**src/rtl/reg_chain_rr_scheduler.sv**
```systemverilog
// ----------------------------------------------------------------------------
// reg_chain_rr_scheduler
//
// Purpose:
//    Shares one DEPTH-stage register chain between REQ_CNT requesters. Each
//    cycle a round-robin arbiter picks at most one requester to enter the
//    head of the chain. Every word is tagged with the index of the requester
//    that issued it. The whole chain advances together under the output
//    valid/ready handshake, so a stall at the output freezes every stage,
//    bubbles included.
//
// Optional feature:
//    REG_CHAIN_RR_SCHEDULER_FLUSH_EN - adds the 'flush' input. A flush
//    clears every stage valid bit and blocks all grants for that cycle. The
//    round-robin pointer keeps its value.
//
// Ports:
//    clk       in   rising-edge clock
//    rst       in   asynchronous, active-high reset
//    req_vld   in   [REQ_CNT]              per-requester valid
//    req_data  in   [REQ_CNT*DATA_WIDTH]   requester k at [k*DATA_WIDTH +: DATA_WIDTH]
//    req_rd    out  [REQ_CNT]              per-requester ready, one-hot or zero
//    o_vld     out                         last stage holds a valid word
//    o_data    out  [DATA_WIDTH]           last stage data
//    o_tag     out  [TAG_WIDTH]            source index of o_data
//    o_rd      in                          downstream ready
//    flush     in                          (flush build only) drop all in-flight words
//    busy      out                         any stage holds a valid word
// ----------------------------------------------------------------------------

// ----------------------------------------------------------------------------
// RegChainStage
//
// Purpose:
//    One register of the chain: a valid bit, a data word and a source tag.
//    The synchronous clear drops only the valid bit. The data and tag
//    registers keep their contents because nothing downstream looks at them
//    while valid is low.
//
// Ports:
//    clk, rst   clock and asynchronous active-high reset
//    en_i       load vld_i/data_i/tag_i at the next rising edge
//    clr_i      synchronous clear of the valid bit, wins over en_i
//    vld_i      incoming valid
//    data_i     incoming data word
//    tag_i      incoming source tag
//    vld_o      registered valid
//    data_o     registered data word
//    tag_o      registered source tag
// ----------------------------------------------------------------------------
module RegChainStage #(
   parameter int DATA_WIDTH = 8,
   parameter int TAG_WIDTH  = 1
) (
   input  logic                  clk,
   input  logic                  rst,
   input  logic                  en_i,
   input  logic                  clr_i,
   input  logic                  vld_i,
   input  logic [DATA_WIDTH-1:0] data_i,
   input  logic [TAG_WIDTH-1:0]  tag_i,
   output logic                  vld_o,
   output logic [DATA_WIDTH-1:0] data_o,
   output logic [TAG_WIDTH-1:0]  tag_o
);

   logic                  vld_q;
   logic                  vld_d;
   logic [DATA_WIDTH-1:0] data_q;
   logic [DATA_WIDTH-1:0] data_d;
   logic [TAG_WIDTH-1:0]  tag_q;
   logic [TAG_WIDTH-1:0]  tag_d;

   // Next-state selection. The clear only has to kill the valid bit, so
   // data and tag simply hold during a clear.
   always_comb begin
      vld_d  = vld_q;
      data_d = data_q;
      tag_d  = tag_q;
      if (clr_i) begin
         vld_d = 1'b0;
      end else if (en_i) begin
         vld_d  = vld_i;
         data_d = data_i;
         tag_d  = tag_i;
      end
   end

   // Stage registers. Reset clears everything so that the outputs read as
   // zero immediately after reset.
   always_ff @(posedge clk or posedge rst) begin
      if (rst) begin
         vld_q  <= 1'b0;
         data_q <= '0;
         tag_q  <= '0;
      end else begin
         vld_q  <= vld_d;
         data_q <= data_d;
         tag_q  <= tag_d;
      end
   end

   assign vld_o  = vld_q;
   assign data_o = data_q;
   assign tag_o  = tag_q;

endmodule

module reg_chain_rr_scheduler #(
   parameter  int DATA_WIDTH = 8,
   parameter  int REQ_CNT    = 2,
   parameter  int DEPTH      = 2,
   localparam int TAG_WIDTH  = (REQ_CNT > 2) ? $clog2(REQ_CNT) : 1
) (
   input  logic                          clk,
   input  logic                          rst,
   input  logic [REQ_CNT-1:0]            req_vld,
   input  logic [REQ_CNT*DATA_WIDTH-1:0] req_data,
   output logic [REQ_CNT-1:0]            req_rd,
   output logic                          o_vld,
   output logic [DATA_WIDTH-1:0]         o_data,
   output logic [TAG_WIDTH-1:0]          o_tag,
   input  logic                          o_rd,
`ifdef REG_CHAIN_RR_SCHEDULER_FLUSH_EN
   input  logic                          flush,
`endif
   output logic                          busy
);

   localparam logic [TAG_WIDTH-1:0] LAST_IDX  = TAG_WIDTH'(REQ_CNT - 1);
   localparam logic [TAG_WIDTH:0]   REQ_CNT_W = (TAG_WIDTH + 1)'(REQ_CNT);

   // Round-robin pointer: the first requester that gets considered.
   logic [TAG_WIDTH-1:0]  ptr_q;
   logic [TAG_WIDTH-1:0]  ptr_d;

   // Arbitration results
   logic [REQ_CNT-1:0]    reqRot;
   logic                  grantValid;
   logic [TAG_WIDTH-1:0]  grantIdx;
   logic [DATA_WIDTH-1:0] grantData;
   logic                  transfer;

   // Chain control and per-stage wiring
   logic                  advance;
   logic                  flushActive;
   logic [DEPTH-1:0]      stgVld;
   logic [DATA_WIDTH-1:0] stgData [DEPTH];
   logic [TAG_WIDTH-1:0]  stgTag  [DEPTH];
   logic [DEPTH-1:0]      inVld;
   logic [DATA_WIDTH-1:0] inData  [DEPTH];
   logic [TAG_WIDTH-1:0]  inTag   [DEPTH];

`ifdef REG_CHAIN_RR_SCHEDULER_FLUSH_EN
   assign flushActive = flush;
`else
   assign flushActive = 1'b0;
`endif

   // The chain moves as one unit. It can move whenever the last stage is
   // empty or its word is being consumed. Holding every stage on a stall
   // keeps bubbles in place, so the latency of each word stays fixed.
   assign advance = ~stgVld[DEPTH-1] | o_rd;

   // Rotate the request vector so that bit 0 is the requester at ptr_q. The
   // lowest set bit of the rotated vector is then the round-robin winner.
   // The winner's offset from ptr_q is added back modulo REQ_CNT.
   always_comb begin
      logic [TAG_WIDTH:0] sum;
      reqRot     = REQ_CNT'({req_vld, req_vld} >> ptr_q);
      grantValid = 1'b0;
      grantIdx   = '0;
      sum        = '0;
      for (int i = 0; i < REQ_CNT; i++) begin
         if (!grantValid && reqRot[i]) begin
            grantValid = 1'b1;
            sum        = {1'b0, ptr_q} + (TAG_WIDTH + 1)'(i);
            if (sum >= REQ_CNT_W) begin
               sum = sum - REQ_CNT_W;
            end
            grantIdx = sum[TAG_WIDTH-1:0];
         end
      end
   end

   // Pick the winner's data word. A constant-index mux avoids a variable
   // part-select on the flat request bus.
   always_comb begin
      grantData = '0;
      for (int k = 0; k < REQ_CNT; k++) begin
         if (grantIdx == TAG_WIDTH'(k)) begin
            grantData = req_data[k*DATA_WIDTH +: DATA_WIDTH];
         end
      end
   end

   // The ready goes only to the winner, and only when the head stage can
   // accept a word. It is held low during reset, because the cleared chain
   // would otherwise look ready. It is also held low during a flush, because
   // that cycle's load is discarded.
   always_comb begin
      req_rd = '0;
      for (int k = 0; k < REQ_CNT; k++) begin
         req_rd[k] = grantValid & advance & ~rst & ~flushActive &
                     (grantIdx == TAG_WIDTH'(k));
      end
   end

   assign transfer = |req_rd;

   // The pointer moves past the requester that was just served. If nothing
   // transferred, it stays put. That covers stalls and flushes, so a flush
   // does not disturb fairness.
   always_comb begin
      ptr_d = ptr_q;
      if (transfer) begin
         ptr_d = (grantIdx == LAST_IDX) ? '0 : grantIdx + 1'b1;
      end
   end

   always_ff @(posedge clk or posedge rst) begin
      if (rst) begin
         ptr_q <= '0;
      end else begin
         ptr_q <= ptr_d;
      end
   end

   // Stage inputs. The head takes the arbitration result. When no request is
   // present, the head loads a bubble. Every other stage takes its
   // predecessor.
   always_comb begin
      inVld     = '0;
      inData[0] = grantData;
      inTag[0]  = grantIdx;
      inVld[0]  = grantValid;
      for (int s = 1; s < DEPTH; s++) begin
         inVld[s]  = stgVld[s-1];
         inData[s] = stgData[s-1];
         inTag[s]  = stgTag[s-1];
      end
   end

   for (genvar s = 0; s < DEPTH; s++) begin : gStage
      RegChainStage #(
         .DATA_WIDTH (DATA_WIDTH),
         .TAG_WIDTH  (TAG_WIDTH)
      ) uStage (
         .clk    (clk),
         .rst    (rst),
         .en_i   (advance),
         .clr_i  (flushActive),
         .vld_i  (inVld[s]),
         .data_i (inData[s]),
         .tag_i  (inTag[s]),
         .vld_o  (stgVld[s]),
         .data_o (stgData[s]),
         .tag_o  (stgTag[s])
      );
   end

   assign o_vld  = stgVld[DEPTH-1];
   assign o_data = stgData[DEPTH-1];
   assign o_tag  = stgTag[DEPTH-1];
   assign busy   = |stgVld;

endmodule
```
**config.mk**
```make
export PLATFORM = sky130hd
export DESIGN_NAME = reg_chain_rr_scheduler
export DESIGN_NICKNAME = d
export VERILOG_FILES = /design/src/rtl/reg_chain_rr_scheduler.sv
export SDC_FILE = /design/constraint.sdc
export NUM_CORES = 1
export LEC_CHECK = 0
export ABC_CLOCK_PERIOD_IN_PS = 2700
export BUFFER_PORTS_ARGS = -buffer_cell sky130_fd_sc_hd__buf_2
export CAP_MARGIN = 20
export CORE_UTILIZATION = 45
export CTS_CLUSTER_DIAMETER = 80
export DETAILED_ROUTE_END_ITERATION = 7
export HOLD_SLACK_MARGIN = 0.15
export PLACE_DENSITY = 0.76
export SYNTH_ARGS = -nofsm -noshare
export SYNTH_HDL_FRONTEND = slang
export SYNTH_SLANG_ARGS = --single-unit
```
**constraint.sdc**
```tcl
create_clock -name clk -period 2.7 [get_ports clk]
set_input_delay 0.54 -clock clk [delete_from_list [all_inputs] [get_ports clk]]
set_output_delay 0.54 -clock clk [all_outputs]
set_load 0.02 [all_outputs]
```
Word-level counts from Yosys, hierarchy flattened

Cells that the tools add are included.

Register bits after elaboration: 21
Input port bits: 21
Output and inout port bits: 13
Word-level logic and storage cells: 34

$add $sub $neg: 4
$lt $le $gt $ge: 2
Shifts and indexed selects: 1
Mux-type cells: 8
Bitwise gates (word level): 8
Reduce and logical (&&, ||, !) cells: 4

Operators with widths:

| cell                  | count |
|---|---|
| $mux W8               | 1 |
| $mux W1               | 7 |
| $and A1 B1 Y1         | 4 |
| $reduce_or A2 Y1      | 2 |
| $shr A4 B1 Y2         | 1 |
| $not A1 Y1            | 3 |
| $add A1 B1 Y2 const B | 1 |
| $ge A1 B2 Y1 const B  | 1 |
| $ge A2 B2 Y1 const B  | 1 |
| $sub A1 B1 Y1 const B | 2 |
| $add A1 B1 Y1 const B | 1 |
| $logic_and A1 B1 Y1   | 1 |
| $logic_not A1 Y1      | 1 |
| $or A1 B1 Y1          | 1 |

Depth between registers and ports, before layout

Gate-level depths: netlist of run 1.

Word-level depth: 9
Depth in mapped cells: 4
Gate-level depth less buffers: 3

Modules after synthesis

From an unflattened synthesis of run 1, not the netlist that was laid out.

Cell total of the unflattened synthesis: 71
Area, all modules: 1,054.8 µm²

By module, submodules not included:

| module                 | times used | cells an instance | area an instance (µm²) | sequential area each (µm²) |
|---|---|---|---|---|
| RegChainStage          | 2          | 24                | 427.9                  | 250.2 |
| reg_chain_rr_scheduler | 1          | 23                | 198.9                  | 25.0 |

Worst setup path after synthesis of run 1

OpenSTA, ideal clock, no wires.

Kind: input-to-output
From: input port o_rd
To: output port req_rd[1]
Arrival time: 1.320 ns
Required time: 2.160 ns
Path slack: 0.840 ns
Stages: 3
Buffers on the path: 1
Cell sequence: and2b_4 > buf_6 > nor4_2

Longest elaborated chain between the ends: 4

RTL lines:

| element                    | line | text |
|---|---|---|
| from (decl)                | 123  | `input logic o_rd,` |
| $or A1 B1 Y1               | 163  | `assign advance = ~stgVld[DEPTH-1] \| o_rd;` |
| $and A1 B1 Y1 (3 in a row) | 204  | `req_rd[k] = grantValid & advance & ~rst & ~flushActive &` |
| to (decl)                  | 119  | `output logic [REQ_CNT-1:0] req_rd,` |

No other way between the ends.

Worst setup path after layout of run 1

From: register ptr_q
To: output port req_rd[0]

Longest elaborated chain between the ends: 8
Elaborated cells between the ends (all ways): 18
Classes of those cells: add/sub: 3; order compare: 2; shift: 1; mux: 6; bitwise: 4; reduce/logical: 2

RTL lines:

| element                    | line | text |
|---|---|---|
| from (decl)                | 134  | `logic [TAG_WIDTH-1:0] ptr_q;` |
| from (signal assigned)     | 225  | `ptr_q <= ptr_d;` |
| $shr A4 B1 Y2              | 170  | `reqRot = REQ_CNT'({req_vld, req_vld} >> ptr_q);` |
| $mux W1                    | 175  | `if (!grantValid && reqRot[i]) begin` |
| $logic_not A1 Y1           | 175  |  |
| $logic_and A1 B1 Y1        | 175  |  |
| $mux W1                    | 175  |  |
| $and A1 B1 Y1 (2 in a row) | 204  |  |
| $and A1 B1 Y1 *            | 204  |  |

Every way passes the cells marked *; elsewhere a longest branch is shown, timed or not.

==> results.md, run 1 <==
* Die extent in y at 48.4 um
* Hold WS at 0.426 ns
* Rows at 16
* Reg-to-reg slack, setup at 1.45 ns
* YS warnings at 0
* Setup crit start kind: flop
* Fin cells at 162
* Initial antenna violation count at 0
* FF-to-FF End: gStage[0].uStage.data_o[3]
* Largest net degree at the start of global routing at 24
* Core footprint at 0.00200 sq mm
* Final Cycle Share at 80.9%
* Inst Count DP at 158
* Sink Count at 21
* Post-Syn Area at 968 sq um
* Post-synthesis sequential area ratio at 54.3%
* Routed length per instance at 12.2 um
* Drt total wl at 1980 um
* Setup crit end kind: output pin
* First-pass GRT wire length at 3370 um
* Worst-case reg-to-reg path depth at 3
* Cells after Synth at 105
* Final worst path period need at 2.19 ns
* Remaining DRCs at 0
* 1st-iter DRT viols at 9
* Crit path from: ptr_q
* Syn Area/Cell at 9.22 sq um
* Syn-to-layout area delta at 18.6%
* Vias per cell at 5.14
* Max Slew Vio Count at 0
* WP data required at 2.16 ns
* TritonRoute pass-1 iters at 4
* Status: finished clean
* # diodes at 0
* Relative slew slack at 46.4%
* Design area at 0.00115 sq mm
* Max Fanout on Critical Path at 10
* Setup violations, final at 0
* GRT overflow at 0
* RSZ-0062 raised after global routing: false
* CTS tree: built
* Die W at 48.4 um
* Slew @ Worst Pin at 0.803 ns
* Number of global-route vias before repair at 766
* Tightest Hold Check Type: in -> async
* Max cap viols at 0
* Root Buffer: clkbuf_4
* Final hold vios at 0
* DP Wirelength at 1410 um
* H-tree depth at 1
* Number of port buffers at 33
* Worst VDD drop at 0.000328 V
* Post-CTS Setup Bufs at 0
* Max Fclk at 0.458 GHz
* Critical path class: reg -> out
* Leakage dissipation at 0.000565 uW
* Post-route ant nets at 0
* CTS buffer count at 3
* Clock Skew at 0.00484 ns
* Synth cell types at 19
* I/O pin count at 34
* Pwr Density at 647 mW/mm^2
* Mapped Nets at 126
* Initial Utilization at 48.4%
* Die ar. at 0.00234 sq mm
* Reg clk slew, reported paths at 0.12 ns
* Critical Path Sink: req_rd[0]
* RD Place Congestion at 0.735
* Hold-fix buffers, CTS at 0
* Clock buffer depth at 2
* Fillers at 208
* Reg2Reg Launch Point: gStage[1].uStage.vld_o
* GRT Total Usage at 18.9%
* Fin Setup TNS at 0 ns
* Synth Register Bits at 21
* Placed Instance Area at 0.00112 sq mm
* Nets at 157
* Clk_lat worst skew at 0.30 ns
* Post-cts sizing count at 0
* CP arrival at 1.65 ns
* Layout cell share with drive strength beyond 1 at 31.1%
* Total number of vias at 833
[registers in the layout (all words and copies together), names as in the netlist]
name                  flops
gStage.uStage.tag_o       2
ptr_q                     1
gStage.uStage.vld_o       2
gStage.uStage.data_o     16
[per-layer routing]
layer	part of all wire, %	vias to the layer above	track usage, %
li1	-	411	-
met1	42	389	22.3
met2	52	29	32.9
met3	4.7	4	3.14
met4	1.8	0	9.80
met5	0	-	0
[per-stage QoR]
step	utilization, %	setup slack (ns)	power, uW
6_report	57.4	0.515	744
2_1_floorplan	-	0.840	542
3_3_place_gp	56.0	0.719	593
3_5_place_dp	56.0	0.671	601
5_1_grt	57.4	0.412	794
4_1_cts	57.4	0.483	750
[Yosys cell counts, drive strengths merged]
| cell | n | area [sq um] |
|---|---|---|
| a2111oi | 1 | 27.5 |
| nor4 | 1 | 12.5 |
| o31ai | 3 | 22.5 |
| nand2b | 3 | 18.8 |
| inv | 2 | 7.51 |
| clkbuf | 1 | 3.75 |
| nor2b | 1 | 6.26 |
| a31oi | 8 | 50.1 |
| buf | 7 | 50.1 |
| a21oi | 9 | 45.0 |
| o21ai | 8 | 40.0 |
| nor2 | 10 | 37.5 |
| and2b | 1 | 10.0 |
| nand2 | 28 | 105 |
| or2 | 1 | 6.26 |
| dfrtp | 21 | 526 |
[where the power goes]
part | internal [uW] | switching [uW] | leakage, uW
clock network | 55.3 | 96.2 | 0.0000177
registers | 366 | 26.3 | 0.000244
logic | 72.5 | 127 | 0.000303
total | 494 | 249 | 0.000565
[critical path: stages (launching register included)]
cell and delay, ns:
dfrtp_1 0.41, nand2b_1 0.32, a2111oi_4 0.40, buf_2 0.21
[kinds of logic (layout without fill, tap and decap cells)]
family          count (synthesis)  after routing  share of synthesized area [%]
buf+inv                        10             40                           6.33
flops                          21             21                           54.3
compound gates                 29             29                           19.1
simple gates                   45             45                           20.3
[area by class of cell]
cell class	count	area, sq um	share of cell area, %
well taps	27	33.8	2.94
inverters	2	7.51	0.654
multi-input cells	74	382	33.2
clock inverters	1	5.00	0.436
clock buffers	3	22.5	1.96
repair buffers	34	173	15.0
flip-flops and latches	21	526	45.8
[cells in the final DEF, fill, tap and decap left out]
cell       netlist  final
dfrtp_1         21     21
nand2b_1         3      3
buf_4            1      1
o21ai_1          6      6
o21ai_0          2      2
inv_1            2      2
nand2_1         28     28
clkbuf_4         0      3
nor2_1          10     10
clkinv_2         0      1
buf_2            4     33
a21oi_1          9      9
or2_2            1      1
a31oi_1          8      8
nor4_2           1      1
nor2b_1          1      1
a2111oi_4        1      1
and2b_4          1      1
o31ai_1          3      3
[worst min-delay path by stage]
stage	startpoint	end	cells past startpoint
final	rst	gStage[0].uStage.data_o[4]	2
after global routing	req_data[5]	gStage[0].uStage.data_o[5]	3
after CTS	rst	gStage[0].uStage.data_o[4]	2
after detailed placement	gStage[1].uStage.data_o[6]	gStage[1].uStage.data_o[6]	2
after global placement	gStage[1].uStage.tag_o	gStage[1].uStage.tag_o	2
after floorplan	gStage[0].uStage.tag_o	gStage[1].uStage.tag_o	2
(Power assumes the default switching activity.)
==> inputs of run 2 (changes only) <==
--- a/config.mk
+++ b/config.mk
@@ -5,14 +5,15 @@
 export SDC_FILE = /design/constraint.sdc
 export NUM_CORES = 1
 export LEC_CHECK = 0
-export ABC_CLOCK_PERIOD_IN_PS = 2700
+export ABC_AREA = 1
+export ABC_CLOCK_PERIOD_IN_PS = 1780
 export BUFFER_PORTS_ARGS = -buffer_cell sky130_fd_sc_hd__buf_2
 export CAP_MARGIN = 20
-export CORE_UTILIZATION = 45
+export CORE_UTILIZATION = 44
 export CTS_CLUSTER_DIAMETER = 80
 export DETAILED_ROUTE_END_ITERATION = 7
 export HOLD_SLACK_MARGIN = 0.15
-export PLACE_DENSITY = 0.76
+export PLACE_DENSITY = 0.77
 export SYNTH_ARGS = -nofsm -noshare
 export SYNTH_HDL_FRONTEND = slang
 export SYNTH_SLANG_ARGS = --single-unit
==> constraint.sdc (replaced) <==
create_clock -name clk -period 1.78 [get_ports clk]
set_input_delay 0.356 -clock clk [delete_from_list [all_inputs] [get_ports clk]]
set_output_delay 0.356 -clock clk [all_outputs]
set_load 0.02 [all_outputs]
==> run 2 against run 1 <==
Effect of this change:
- non-clock buffer count increased by 2
- highest routed layer unchanged
- sequential power increased by 58%
- die area increased by 7.2%
- global-route usage decreased by 2.7 points
- largest cell class unchanged
- clock skew decreased by 0.0034 ns
- worst setup slack got worse by 0.40 ns
==> results.md, run 2 <==
* Status: finished clean
* Clock buffer depth at 2
* Area contributors post-synth: dfrtp_1 52%, nand2_1 20%, inv_1 8.5%
* Number of global-route vias before repair at 758
* Final Cycle Share at 93.5%
* Setup crit start kind: flop
* Worst VDD drop at 0.000437 V
* Reg2Reg Launch Point: gStage[1].uStage.vld_o
* Worst stage delay on the critical path at 0.44 ns
* Initial antenna violation count at 0
* Max cap viols at 0
* Core footprint at 0.00219 sq mm
* Rows at 17
* Leakage dissipation at 0.000767 uW
* Worst hold stages at 5
* I/O pin count at 34
* CTS tree: built
* Slew @ Worst Pin at 0.284 ns
* Slowest CP cell: dfrtp_1
* Worst-case reg-to-reg path depth at 5
* Most common cell after layout, fill and taps aside: nand2_1
* WP data required at 1.42 ns
* Die ar. at 0.00251 sq mm
* Most frequent cells after synthesis: 53 x nand2_1, 23 x inv_1, 21 x dfrtp_1, 17 x nand3_1, 4 x nand2_2
* HP Start: req_data[1]
* Design area at 0.00124 sq mm
* Total number of vias at 865
* Setup violations, final at 0
* Final worst path period need at 1.66 ns
* RD Place Congestion at 0.743
* Inst Count DP at 190
* FF-to-FF End: gStage[0].uStage.data_o[7]
* Clk_lat worst skew at 0.29 ns
* Pwr Density at 952 mW/mm^2
* Max Fanout on Critical Path at 13
* Final hold vios at 0
* Remaining DRCs at 0
* FFs w/ async S/R, synth at 100%
* Routed length per instance at 9.15 um
* Hold EP: gStage[0].uStage.data_o[1]
* Die extent in y at 50.1 um
* Cell Chain, Critical Path: nand2_4 > nand3_1 > nor2_1 > buf_2
* Post-Syn Area at 0.00102 sq mm
* Cells after Synth at 132
* Layout cell share with drive strength beyond 1 at 28.7%
* GRT Total Usage at 16.2%
* EDFF count, synth at 0
* Nets at 189
* First-pass GRT wire length at 3150 um
* Syn-to-layout area delta at 22.2%
* Fin cells at 195
* H-tree depth at 1
* Clock Skew at 0.00145 ns
* Drt total wl at 1780 um
* Post-route ant nets at 0
* GRT overflow at 0
* Syn Area/Cell at 7.72 sq um
* Synth Register Bits at 21
* Most frequent cell after synthesis: nand2_1
* Setup crit end kind: output pin
* Top FF cell, synth: dfrtp_1
* Most frequent cells in the layout: 53 x nand2_1, 32 x buf_2, 22 x inv_1
* Sink Count at 21
* Reg clk slew, reported paths at 0.11 ns
* Max Fclk at 0.601 GHz
* Fin Setup TNS at 0 ns
* CTS buffer count at 3
* Reg-to-reg slack, setup at 0.58 ns
* Die W at 50.1 um
* Delay-heaviest family, CP: flip-flops
* Largest net degree at the start of global routing at 22
* Mapped Nets at 153
* # diodes at 0
* Vias per cell at 4.44
* Number of port buffers at 33
* CP arrival at 1.31 ns
* Relative slew slack at 81.0%
* 1st-iter DRT viols at 20
* Tightest Hold Check Type: in -> reg
* Synth top area share at 51.6%
* Buf+Inv Stages, Crit Path at 1
* TritonRoute pass-1 iters at 4
* Max FFs per register at 16
* Post-CTS Setup Bufs at 0
* YS warnings at 0
* DP Wirelength at 1410 um
* Post-synthesis sequential area ratio at 51.6%
* Synth cell types at 14
* Critical path class: reg -> out
* Placed Instance Area at 0.00119 sq mm
* Root Buffer: clkbuf_4
* Initial Utilization at 46.5%
* Hold WS at 0.360 ns
* Area leader, netlist: dfrtp_1
* Max Slew Vio Count at 0
==> run 2: worst max-delay path by stage <==
stage / startpoint / endpoint / slack (ns) / depth (start not counted)
2_1_floorplan: rst / req_rd[0] / 0.05 / 3
3_3_place_gp: o_rd / req_rd[0] / 0.36 / 6
3_5_place_dp: o_rd / req_rd[1] / 0.30 / 6
4_1_cts: gStage[1].uStage.vld_o / req_rd[1] / 0.03 / 4
5_1_grt: gStage[1].uStage.vld_o / req_rd[1] / -0.009 / 4
6_report: gStage[1].uStage.vld_o / req_rd[1] / 0.12 / 4
==> run 2: cell families after synthesis <==
group           after synthesis  synth area share, %
compound gates                3                 1.47
buf+inv                      29                 13.0
flops                        21                 51.6
simple gates                 79                 33.9
==> run 2: final cells by class <==
| class | count | area (sq um) |
|---|---|---|
| fillers | 196 | 946 |
| flip-flops and latches | 21 | 526 |
| multi-input cells | 82 | 374 |
| repair buffers | 36 | 193 |
| inverters | 24 | 90.1 |
| well taps | 28 | 35.0 |
| clock buffers | 3 | 22.5 |
| clock inverters | 1 | 5.00 |
==> run 2: per-stage QoR <==
stage                     total power (uW)  util (%)  setup WS [ns]
final                                 1180      56.8          0.116
after global routing                  1270      56.8       -0.00864
after CTS                             1190      56.1         0.0346
after detailed placement               971      54.4          0.301
after global placement                 958      54.4          0.360
after floorplan                        868         -         0.0483
==> run 2: repair_timing <==
item,CTS,global route
endpoints found under the setup margin,0,2
hold endpoints to repair,21,0
gates resized for setup,0,4
hold buffers,1,0
==> run 2: where the power goes <==
part           switching [uW]  total (uW)  leakage (uW)  internal, uW
Clock                     132         215     0.0000177          83.5
Combinational             224         350      0.000498           126
Sequential               49.7         620      0.000251           570
Total                     405        1180      0.000767           779
==> run 2: tightest hold or removal path: cells and delay by family <==
| family | cells | cell delay, ns |
|---|---|---|
| and+or+nand+nor | 3 | 0.15 |
| buffers and inverters | 2 | 0.11 |
==> run 2: metal layers <==
| metal | wire, um | share of wire, % | global-route usage (%) | vias up |
|---|---|---|---|---|
| li1 | - | - | - | 460 |
| met1 | 897 | 50 | 23.1 | 380 |
| met2 | 800 | 45 | 24.4 | 23 |
| met3 | 69 | 3.9 | 1.85 | 2 |
| met4 | 17 | 0.95 | 7.14 | 0 |
| met5 | 0 | 0 | 0 | - |
==> inputs of run 3 (changes only) <==
--- a/config.mk
+++ b/config.mk
@@ -9,11 +9,12 @@
 export ABC_CLOCK_PERIOD_IN_PS = 1780
 export BUFFER_PORTS_ARGS = -buffer_cell sky130_fd_sc_hd__buf_2
 export CAP_MARGIN = 20
-export CORE_UTILIZATION = 44
+export CORE_UTILIZATION = 36
 export CTS_CLUSTER_DIAMETER = 80
 export DETAILED_ROUTE_END_ITERATION = 7
 export HOLD_SLACK_MARGIN = 0.15
-export PLACE_DENSITY = 0.77
+export PLACE_DENSITY = 0.66
+export RECOVER_POWER = 25
 export SYNTH_ARGS = -nofsm -noshare
 export SYNTH_HDL_FRONTEND = slang
 export SYNTH_SLANG_ARGS = --single-unit
==> run 3 against run 2 <==
Effect of this change:
- fmax shrank 0.39%
- clock skew increased by 0.0039 ns
- power up 0.46%
- clock power hardly changed
- sequential cell count is the same
- global-route usage decreased by 1.8 points
- first-iteration DRC count rose by 55%
- hold slack better by 0.0046 ns
- cell area up 0.30%
- worst setup slack worse by 0.0065 ns
- combinational power is 2% higher
- cell count is 1.5% higher
- critical endpoint is now req_rd[0]
- largest power group unchanged
==> results.md, run 3 (same netlist as run 2, synthesis figures left out) <==
* Status: finished clean
* Rows at 18
* Max cap viols at 0
* Core footprint at 0.00257 sq mm
* I/O pin count at 34
* Final total power at 1190 uW
* Clock Skew at 0.00539 ns
* Routed length per instance at 9.26 um
* Most frequent cells in the layout: 53 x nand2_1, 33 x buf_2, 23 x inv_1
* WL met1 at 947 um
* WP data required at 1.42 ns
* Number of global-route vias before repair at 749
* Leakage dissipation at 0.000769 uW
* Clock buffer depth at 2
* Final hold vios at 0
* Max Fclk at 0.599 GHz
* Setup violations, final at 0
* GRT overflow at 0
* Routed wl met2 at 765 um
* Reg-to-reg slack, setup at 0.58 ns
* Clk_lat worst skew at 0.29 ns
* Hold EP: gStage[0].uStage.data_o[1]
* CTS tree: built
* Initial Utilization at 39.7%
* Post-route ant nets at 0
* Die ar. at 0.00305 sq mm
* First-pass GRT wire length at 3110 um
* Setup crit start kind: flop
* Largest net degree at the start of global routing at 22
* Final worst path period need at 1.67 ns
* # diodes at 0
* Syn-to-layout area delta at 22.6%
* Fillers at 266
* Root Buffer: clkbuf_4
* Total number of vias at 858
* Max Fanout on Critical Path at 11
* Final Cycle Share at 93.9%
* Inst Count DP at 192
* FF-to-FF End: gStage[0].uStage.tag_o
* Critical path class: reg -> out
* Setup crit end kind: output pin
* DR top layer: met4
* Sink Count at 21
* Worst setup margin at 0.109 ns
* Drt total wl at 1830 um
* Worst-case reg-to-reg path depth at 5
* Max FFs per register at 16
* Wire length on met3 at 80 um
* CTS buffer count at 3
* Pwr Density at 953 mW/mm^2
* Tightest Hold Check Type: in -> reg
* H-tree depth at 1
* CP arrival at 1.31 ns
* Die extent in y at 55.2 um
* Placed Instance Area at 0.00119 sq mm
* RD Place Congestion at 0.783
* Layout cell share with drive strength beyond 1 at 28.0%
* Reg2Reg Launch Point: gStage[1].uStage.vld_o
* Fin cells at 198
* HP Start: req_data[1]
* Initial antenna violation count at 0
* Relative slew slack at 67.2%
* Post-Place Setup Slack at 0.316 ns
* GRT Total Usage at 14.4%
* Die W at 55.2 um
* Number of port buffers at 33
* DP Wirelength at 1390 um
* Worst hold stages at 5
* TritonRoute pass-1 iters at 4
* Worst VDD drop at 0.000459 V
* Most common cell after layout, fill and taps aside: nand2_1
* Vias per cell at 4.33
* Seq. cell area at 526 sq um
* Nets at 190
* Multi-input logic area at 374 sq um
* Reg clk slew, reported paths at 0.11 ns
* Slew @ Worst Pin at 0.492 ns
* 1st-iter DRT viols at 31
* Max Slew Vio Count at 0
* Remaining DRCs at 0
* Design area at 0.00125 sq mm
==> run 3: cell count changes in the layout (fill, tap and decap cells not counted) <==
cell / before / now
buf_2: 32 / 33
buf_4: 3 / 2
clkbuf_1: 0 / 1
clkbuf_2: 0 / 1
clkinv_2: 1 / 0
inv_1: 22 / 23
inv_2: 2 / 1
==> run 3: how the worst max path moves through the flow <==
| stage | startpoint | endpoint | slack [ns] | depth (start not counted) |
|---|---|---|---|---|
| 6_report | ptr_q | req_rd[0] | 0.11 | 6 |
| 5_1_grt | ptr_q | req_rd[0] | -0.002 | 6 |
| 4_1_cts | gStage[1].uStage.vld_o | req_rd[0] | 0.04 | 4 |
| 3_5_place_dp | o_rd | req_rd[0] | 0.32 | 6 |
| 3_3_place_gp | o_rd | req_rd[0] | 0.35 | 6 |
| 2_1_floorplan | rst | req_rd[0] | 0.05 | 3 |
==> run 3: critical path: stages (launching register included) <==
cell and delay [ns]:
dfrtp_1 0.40, inv_1 0.09, nand2_4 0.11, nand2_8 0.11
inv_1 0.06, nor2_1 0.08, buf_2 0.16
==> run 3: timing repair <==
| item | 4_1_cts | 5_1_grt |
|---|---|---|
| hold buffers | 1 | 0 |
| setup endpoints to repair | 0 | 2 |
| setup buffers | 0 | 1 |
| gates resized for setup | 0 | 2 |
| endpoints found under the hold margin | 21 | 0 |
==> run 3: per-stage QoR <==
stage	TNS [ns]	util, %	hold slack, ns
after floorplan	0	-	0.341
after global placement	0	46.5	0.449
after detailed placement	0	46.5	0.445
after CTS	0	47.9	0.354
after global routing	-0.00208	48.6	0.374
final	0	48.6	0.365
==> run 3: per-layer routing <==
layer,global-route usage [%],up-vias
met5,0,-
met4,8.75,0
met3,0.820,4
met2,21.5,27
met1,20.3,362
li1,-,465
==> run 3: power by group <==
| part | total (uW) | switching (uW) | internal [uW] |
|---|---|---|---|
| Sequential | 617 | 47.4 | 570 |
| Combinational | 357 | 227 | 130 |
| Clock | 216 | 129 | 87.2 |
| Total | 1190 | 404 | 787 |
==> run 3: cell type report <==
| class | count | area share [%] |
|---|---|---|
| timing repair buffer | 37 | 15.6 |
| multi-input combinational | 82 | 30.0 |
| sequential | 21 | 42.1 |
| tap | 30 | 3.01 |
| inverter | 24 | 7.21 |
| clock buffer | 4 | 2.10 |
